===== src/rtl/pwm_capture_pkg.sv =====
// Shared definitions for the PWM capture block: FSM states, prescaler width
// and the layout of the flattened measurement record {period, high, stuck, level}.
package pwm_capture_pkg;

  typedef enum logic [1:0] {
    ST_IDLE = 2'd0,
    ST_ARM  = 2'd1,
    ST_HIGH = 2'd2,
    ST_LOW  = 2'd3
  } cap_state_e;

  localparam int unsigned PRESCALE_W    = 16;
  localparam int unsigned REC_LEVEL_OFS = 0;
  localparam int unsigned REC_STUCK_OFS = 1;
  localparam int unsigned REC_HIGH_OFS  = 2;

  // Total record width for a given counter width.
  function automatic int unsigned rec_width(input int unsigned cnt_w);
    return (2 * cnt_w) + 2;
  endfunction

  // Bit offset of the period field for a given counter width.
  function automatic int unsigned rec_period_ofs(input int unsigned cnt_w);
    return cnt_w + 2;
  endfunction

  // A measurement is in progress while the FSM sits in HIGH or LOW.
  function automatic logic is_busy(input cap_state_e s);
    return (s == ST_HIGH) || (s == ST_LOW);
  endfunction

endpackage


===== src/rtl/pwm_tick_gen.sv =====
// Prescaler for the capture block. The down-counter rests at zero while not
// running, so the first cycle of a run produces a tick and loads prescale.
module pwm_tick_gen
  import pwm_capture_pkg::*;
#(
  parameter int unsigned PS_W = PRESCALE_W
) (
  input  logic            clk,
  input  logic            reset_n,
  input  logic            run,
  input  logic [PS_W-1:0] prescale,
  output logic            tick
);

  localparam logic [PS_W-1:0] PS_ZERO = {PS_W{1'b0}};
  localparam logic [PS_W-1:0] PS_ONE  = PS_W'(1);

  logic [PS_W-1:0] r_cnt;
  logic            w_at_reload;

  assign w_at_reload = (r_cnt == PS_ZERO);
  assign tick        = run & w_at_reload;

  // Down-counter: reload from prescale at zero, hold at zero while stopped.
  always_ff @(posedge clk or negedge reset_n) begin
    if (!reset_n) begin
      r_cnt <= PS_ZERO;
    end else if (!run) begin
      r_cnt <= PS_ZERO;
    end else if (w_at_reload) begin
      r_cnt <= prescale;
    end else begin
      r_cnt <= r_cnt - PS_ONE;
    end
  end

endmodule


===== src/rtl/pwm_capture.sv =====
// PWM period / high-time capture. The pin is synchronised, sampled on prescaler
// ticks, and an FSM counts ticks between rising edges. Finished measurements
// (or stuck-level timeouts) go to the host through a one-entry holding register.
module pwm_capture
  import pwm_capture_pkg::*;
#(
  parameter int unsigned CNT_W   = 16,
  parameter int unsigned TIMEOUT = 16'hFFFF
) (
  input  logic                  clk,
  input  logic                  reset_n,
  input  logic                  enable,
  input  logic                  clear,
  input  logic [PRESCALE_W-1:0] prescale,
  input  logic                  pwm_in,
  output logic [CNT_W-1:0]      meas_period,
  output logic [CNT_W-1:0]      meas_high,
  output logic                  meas_stuck,
  output logic                  meas_level,
  output logic                  meas_valid,
  input  logic                  meas_ready,
  output logic                  overrun,
  output logic                  busy
);

  localparam int unsigned      REC_W      = rec_width(CNT_W);
  localparam int unsigned      PERIOD_OFS = rec_period_ofs(CNT_W);
  localparam logic [CNT_W-1:0] CNT_ZERO   = {CNT_W{1'b0}};
  localparam logic [CNT_W-1:0] CNT_ONE    = CNT_W'(1);
  localparam logic [CNT_W-1:0] CNT_LAST   = CNT_W'(TIMEOUT - 1);

  logic             r_sync1;
  logic             r_sync2;
  logic             r_samp;
  cap_state_e       r_state;
  logic [CNT_W-1:0] r_cnt;
  logic [CNT_W-1:0] r_hi_lat;
  logic [REC_W-1:0] r_hold;
  logic             r_valid;
  logic             r_overrun;

  logic             w_run;
  logic             w_tick;
  logic             w_rise;
  logic             w_fall;
  logic             w_emit;
  logic [REC_W-1:0] w_rec;

  assign w_run = enable & (r_state != ST_IDLE);

  pwm_tick_gen #(.PS_W(PRESCALE_W)) u_tick_gen (
    .clk      (clk),
    .reset_n  (reset_n),
    .run      (w_run),
    .prescale (prescale),
    .tick     (w_tick)
  );

  // Two-flop synchroniser for the asynchronous pin.
  always_ff @(posedge clk or negedge reset_n) begin
    if (!reset_n) begin
      r_sync1 <= 1'b0;
      r_sync2 <= 1'b0;
    end else begin
      r_sync1 <= pwm_in;
      r_sync2 <= r_sync1;
    end
  end

  // Edge detection against the previous tick sample and assembly of the record to emit.
  always_comb begin
    w_rise = 1'b0;
    w_fall = 1'b0;
    w_emit = 1'b0;
    w_rec  = {REC_W{1'b0}};
    if (w_tick) begin
      w_rise = r_sync2 & ~r_samp;
      w_fall = ~r_sync2 & r_samp;
    end else begin
      w_rise = 1'b0;
      w_fall = 1'b0;
    end
    case (r_state)
      ST_HIGH: begin
        if (w_tick && !w_fall && (r_cnt == CNT_LAST)) begin
          w_emit = 1'b1;
          w_rec  = {CNT_ZERO, CNT_ZERO, 1'b1, r_sync2};
        end else begin
          w_emit = 1'b0;
        end
      end
      ST_LOW: begin
        if (w_rise) begin
          w_emit = 1'b1;
          w_rec  = {r_cnt, r_hi_lat, 1'b0, 1'b0};
        end else if (w_tick && (r_cnt == CNT_LAST)) begin
          w_emit = 1'b1;
          w_rec  = {CNT_ZERO, CNT_ZERO, 1'b1, r_sync2};
        end else begin
          w_emit = 1'b0;
        end
      end
      default: w_emit = 1'b0;
    endcase
  end

  // Measurement FSM: advances on ticks; dropping enable abandons any partial measurement.
  always_ff @(posedge clk or negedge reset_n) begin
    if (!reset_n) begin
      r_state  <= ST_IDLE;
      r_cnt    <= CNT_ZERO;
      r_hi_lat <= CNT_ZERO;
      r_samp   <= 1'b0;
    end else if (!enable) begin
      r_state  <= ST_IDLE;
      r_cnt    <= CNT_ZERO;
      r_hi_lat <= CNT_ZERO;
    end else begin
      case (r_state)
        ST_IDLE: begin
          // Preload the current level so arming never sees a false edge.
          r_samp  <= r_sync2;
          r_state <= ST_ARM;
        end
        ST_ARM: begin
          if (w_tick) begin
            r_samp <= r_sync2;
            if (w_rise) begin
              r_cnt   <= CNT_ONE;
              r_state <= ST_HIGH;
            end
          end
        end
        ST_HIGH: begin
          if (w_tick) begin
            r_samp <= r_sync2;
            if (w_fall) begin
              r_hi_lat <= r_cnt;
              r_cnt    <= r_cnt + CNT_ONE;
              r_state  <= ST_LOW;
            end else if (r_cnt == CNT_LAST) begin
              r_cnt   <= CNT_ZERO;
              r_state <= ST_ARM;
            end else begin
              r_cnt <= r_cnt + CNT_ONE;
            end
          end
        end
        ST_LOW: begin
          if (w_tick) begin
            r_samp <= r_sync2;
            if (w_rise) begin
              r_cnt   <= CNT_ONE;
              r_state <= ST_HIGH;
            end else if (r_cnt == CNT_LAST) begin
              r_cnt   <= CNT_ZERO;
              r_state <= ST_ARM;
            end else begin
              r_cnt <= r_cnt + CNT_ONE;
            end
          end
        end
        default: r_state <= ST_IDLE;
      endcase
    end
  end

  // One-entry holding register with sticky overrun; clear beats a simultaneous emit.
  always_ff @(posedge clk or negedge reset_n) begin
    if (!reset_n) begin
      r_hold    <= {REC_W{1'b0}};
      r_valid   <= 1'b0;
      r_overrun <= 1'b0;
    end else if (clear) begin
      r_valid   <= 1'b0;
      r_overrun <= 1'b0;
    end else if (w_emit) begin
      if (!r_valid || meas_ready) begin
        r_hold  <= w_rec;
        r_valid <= 1'b1;
      end else begin
        r_overrun <= 1'b1;
      end
    end else if (r_valid && meas_ready) begin
      r_valid <= 1'b0;
    end
  end

  assign meas_period = r_hold[PERIOD_OFS +: CNT_W];
  assign meas_high   = r_hold[REC_HIGH_OFS +: CNT_W];
  assign meas_stuck  = r_hold[REC_STUCK_OFS];
  assign meas_level  = r_hold[REC_LEVEL_OFS];
  assign meas_valid  = r_valid;
  assign overrun     = r_overrun;
  assign busy        = is_busy(r_state);

endmodule


===== config.mk =====
export PLATFORM = sky130hd
export DESIGN_NAME = pwm_capture
export DESIGN_NICKNAME = d
export VERILOG_FILES = /design/src/rtl/pwm_capture_pkg.sv /design/src/rtl/pwm_tick_gen.sv /design/src/rtl/pwm_capture.sv
export SDC_FILE = /design/constraint.sdc
export NUM_CORES = 1
export LEC_CHECK = 0
export CAP_MARGIN = 20
export CELL_PAD_IN_SITES_DETAIL_PLACEMENT = 1
export CELL_PAD_IN_SITES_GLOBAL_PLACEMENT = 2
export CORE_UTILIZATION = 43
export DETAILED_ROUTE_END_ITERATION = 16
export DONT_BUFFER_PORTS = 1
export HOLD_SLACK_MARGIN = 0.08
export PLACE_DENSITY_LB_ADDON = 0.1
export RECOVER_POWER = 50
export SLEW_MARGIN = 20
export SYNTH_ARGS = -nofsm -noshare
export SYNTH_HDL_FRONTEND = slang
export SYNTH_SLANG_ARGS = --single-unit

===== constraint.sdc =====
create_clock -name clk -period 4.6 [get_ports clk]
set_input_delay 0.46 -clock clk [delete_from_list [all_inputs] [get_ports clk]]
set_output_delay 0.46 -clock clk [all_outputs]
set_load 0.05 [all_outputs]

==> flow_summary.yaml <==
outcome:
  status: "complete, but fails checks"
  violations: "max-capacitance violations, max-slew violations"
sta:
  period_share_pct: 62.9
  rsz0062_at_grt: "false"
  slew_viol_final: 90
  hold_viol_final: 0
  tightest_slew_ns: 2.21
  slew_headroom_pct: -47.7
  fin_worst_skew_ns: 0.0109
  finalCriticalPeriod_ns: 2.89
  setup_violations: 0
  fin_tns_setup_ns: 0
  clock.fmax_ghz: 0.346
layout:
  seqCellArea_um2: 2230
  antenna_cells: 0
  nFillCells: 1124
  nNetsFinal: 444
  post-route-util_pct: 47.2
  fin_cells: 556
  multi_input_area_um2: 1930
  area_growth_pct: 6.43
  drive_gt1_share_pct: 9.93
floorplan:
  pin_count: 59
  core_region_area_um2: 9770
  start_util_pct: 44.4
  die_y_um: 102
  die-area_um2: 10500
  rows: 36
  die_x_um: 102
worst_setup_path:
  reg2reg_depth: 5
  cp-start-kind: "flop"
  cp_max_fo: 15
  endpoint_kind: "flop"
  required_ns: 4.80
  cp_data_arrival_time_ns: 3.10
  timing.rr.start: "r_cnt[2]$_DFFE_PN0P_"
  worst-r2r-setup-slack_ns: 1.71
  worst_r2r_endpoint: "r_cnt[2]$_DFFE_PN0P_"
  path_class: "reg2reg"
pwr:
  total_power_mw: 2.29
  power.density_nw_per_um2: 496
  p_leak_nw: 1.98
  vdd_drop_max_v: 0.000322
synthesis:
  yosysTopAreaCellShare_pct: 51.4
  synth_most_common_cell: "dfrtp_1"
  synthCells: 435
  syn-cell-area_um2: 4340
  ys.flop_type: "dfrtp_1"
  yosysWarnings: 0
  yosys.area.top_type: "dfrtp_1"
  synth.avg_cell_area_um2: 9.97
  synth_common_cells: "dfrtp_1 (89), nand2_1 (73), nor2_1 (33), a22o_1 (32), o21ai_0 (28)"
  synth-edff-count: 0
  syn_nets: 461
  synthArstFlopShare_pct: 100
  synthTopCellsByArea: "dfrtp_1 (51%), a22o_1 (6.5%), nand2_1 (6.3%)"
  yosysUniqueCellTypes: 47
  ys_seq_elements: 89
  ys_seq_area_share_pct: 51.4
min_path:
  hp-class: "in2reg"
  min_to: "r_sync1$_DFF_PN0_"
  hold_start: "pwm_in"
  hold_depth: 0
clock_tree:
  post_cts_buffers: 0
  clock-root-buffer: "clkbuf_8"
  tritoncts: "done"
  clock_path_buffers: 2
  clk-insertion-delay-late_ns: 0.36
  cts_sinks: 89
  cts_max_level: 3
  numCtsBuffers: 9
  clk_pin_slew_ns: 0.09
place:
  place_inst: 538
  dp_hpwl_um: 6920
  place_congestion: 0.792
  numPortBuffers: 0
global_routing:
  overflow: 0
  grt_pass1_wl_um: 17400
  grt_pass1_vias: 3318
  grt_start_max_net_pins: 90
  antenna_found_initial: 0
  track_usage_pct: 22.0
detailed_routing:
  route.detailed.drc: 0
  drtIter0Drc: 91
  drt-total-wl_um: 10700
  via_per_inst: 5.77
  wl_per_cell_um: 19.2
  antenna_left: 0
  vias: 3209
  firstDrtPassIters: 4
run:
  maxCapViolCount: 1
[power breakdown]
part | internal (mW) | switching, mW | leakage, nW
clock | 0.281 | 0.283 | 0.103
sequential | 0.853 | 0.113 | 1.22
combinational | 0.294 | 0.464 | 0.654
total | 1.43 | 0.860 | 1.98
[worst max-delay path by stage]
stage	startpoint	endpoint	slack, ns	cells after the start
floorplan	r_cnt[4]$_DFFE_PN0P_	r_hold[28]$_DFFE_PN0P_	2.48	7
global placement	r_cnt[2]$_DFFE_PN0P_	r_cnt[15]$_DFFE_PN0P_	1.81	5
detailed placement	r_cnt[2]$_DFFE_PN0P_	r_cnt[2]$_DFFE_PN0P_	1.68	5
CTS	r_cnt[2]$_DFFE_PN0P_	r_cnt[2]$_DFFE_PN0P_	1.68	5
global route	r_cnt[2]$_DFFE_PN0P_	r_cnt[8]$_DFFE_PN0P_	1.48	5
finish	r_cnt[2]$_DFFE_PN0P_	r_cnt[2]$_DFFE_PN0P_	1.71	5
[metal layers]
| metal | wire [um] | vias up | GRT usage, % |
|---|---|---|---|
| met5 | 0 | - | 0 |
| met4 | 247 | 0 | 10.3 |
| met3 | 440 | 19 | 3.97 |
| met2 | 5180 | 63 | 36.1 |
| met1 | 4790 | 1601 | 28.2 |
| li1 | - | 1526 | - |
[layout make-up]
| cell class | instances | area share (%) |
|---|---|---|
| sequential | 89 | 48.3 |
| multi-input combinational | 302 | 41.7 |
| tap | 133 | 3.61 |
| clock buffer | 12 | 3.36 |
| timing repair buffer | 8 | 1.30 |
| clock inverter | 4 | 1.11 |
| inverter | 8 | 0.651 |
[placed cells by master, fill, tap and decap left out, types with 2 or more instances in the layout]
| cell type | n |
|---|---|
| buf_4 | 6 |
| and3_1 | 2 |
| clkbuf_8 | 11 |
| a211oi_1 | 15 |
| nand2b_1 | 3 |
| inv_1 | 8 |
| o21ai_1 | 3 |
| o31ai_1 | 5 |
| xnor2_1 | 8 |
| xor2_1 | 8 |
| nor3_1 | 9 |
| nor3b_1 | 2 |
| dfrtp_1 | 89 |
| o21ai_0 | 28 |
| nand4_1 | 8 |
| nor2_1 | 33 |
| ha_1 | 4 |
| o211ai_2 | 9 |
| nor4_4 | 3 |
| nor4b_1 | 2 |
| a22o_1 | 32 |
| o211ai_1 | 13 |
| and4_1 | 3 |
| nand3_1 | 6 |
| or3_1 | 2 |
| nand2_1 | 73 |
| and4b_1 | 2 |
| a21oi_1 | 7 |
| nor4_1 | 4 |
[kinds of logic (layout without fill, tap and decap cells)]
group	after synthesis	in the layout	share of synthesized area, %
muxes	2	2	0.490
adders and majority gates	4	4	1.15
AOI/OAI and AO/OA	118	118	20.4
buffers and inverters	44	32	4.36
and+or+nand+nor	162	162	19.0
xor gates and xnor gates	16	16	3.23
DFF	89	89	51.4
[flip-flops by register name (all words and copies together) (netlist names), 2 cells and up]
name,flops
u_tick_gen.r_cnt,16
r_hold,34
r_state,2
r_cnt,16
r_hi_lat,16
[through the flow]
step           hold WS (ns)  instance area [um2]  worst slack (ns)
2_1_floorplan         0.164                 4340              2.48
3_3_place_gp          0.166                 4390              1.81
3_5_place_dp          0.166                 4390              1.68
4_1_cts               0.103                 4640              1.68
5_1_grt              0.0956                 4620              1.48
6_report              0.123                 4620              1.71
[worst max-delay path, cell delays in order (launching register included)]
cell	delay, ns
dfrtp_1	0.52
nand4_1	0.33
nor4_1	0.69
a211oi_2	0.26
nor2_2	0.74
o211ai_1	0.19
[repair_timing]
item                      CTS  global route
hold endpoints to repair   89             0
gates resized for setup     0             0
hold buffers                2             0
Power figures use the tool's default switching activity.
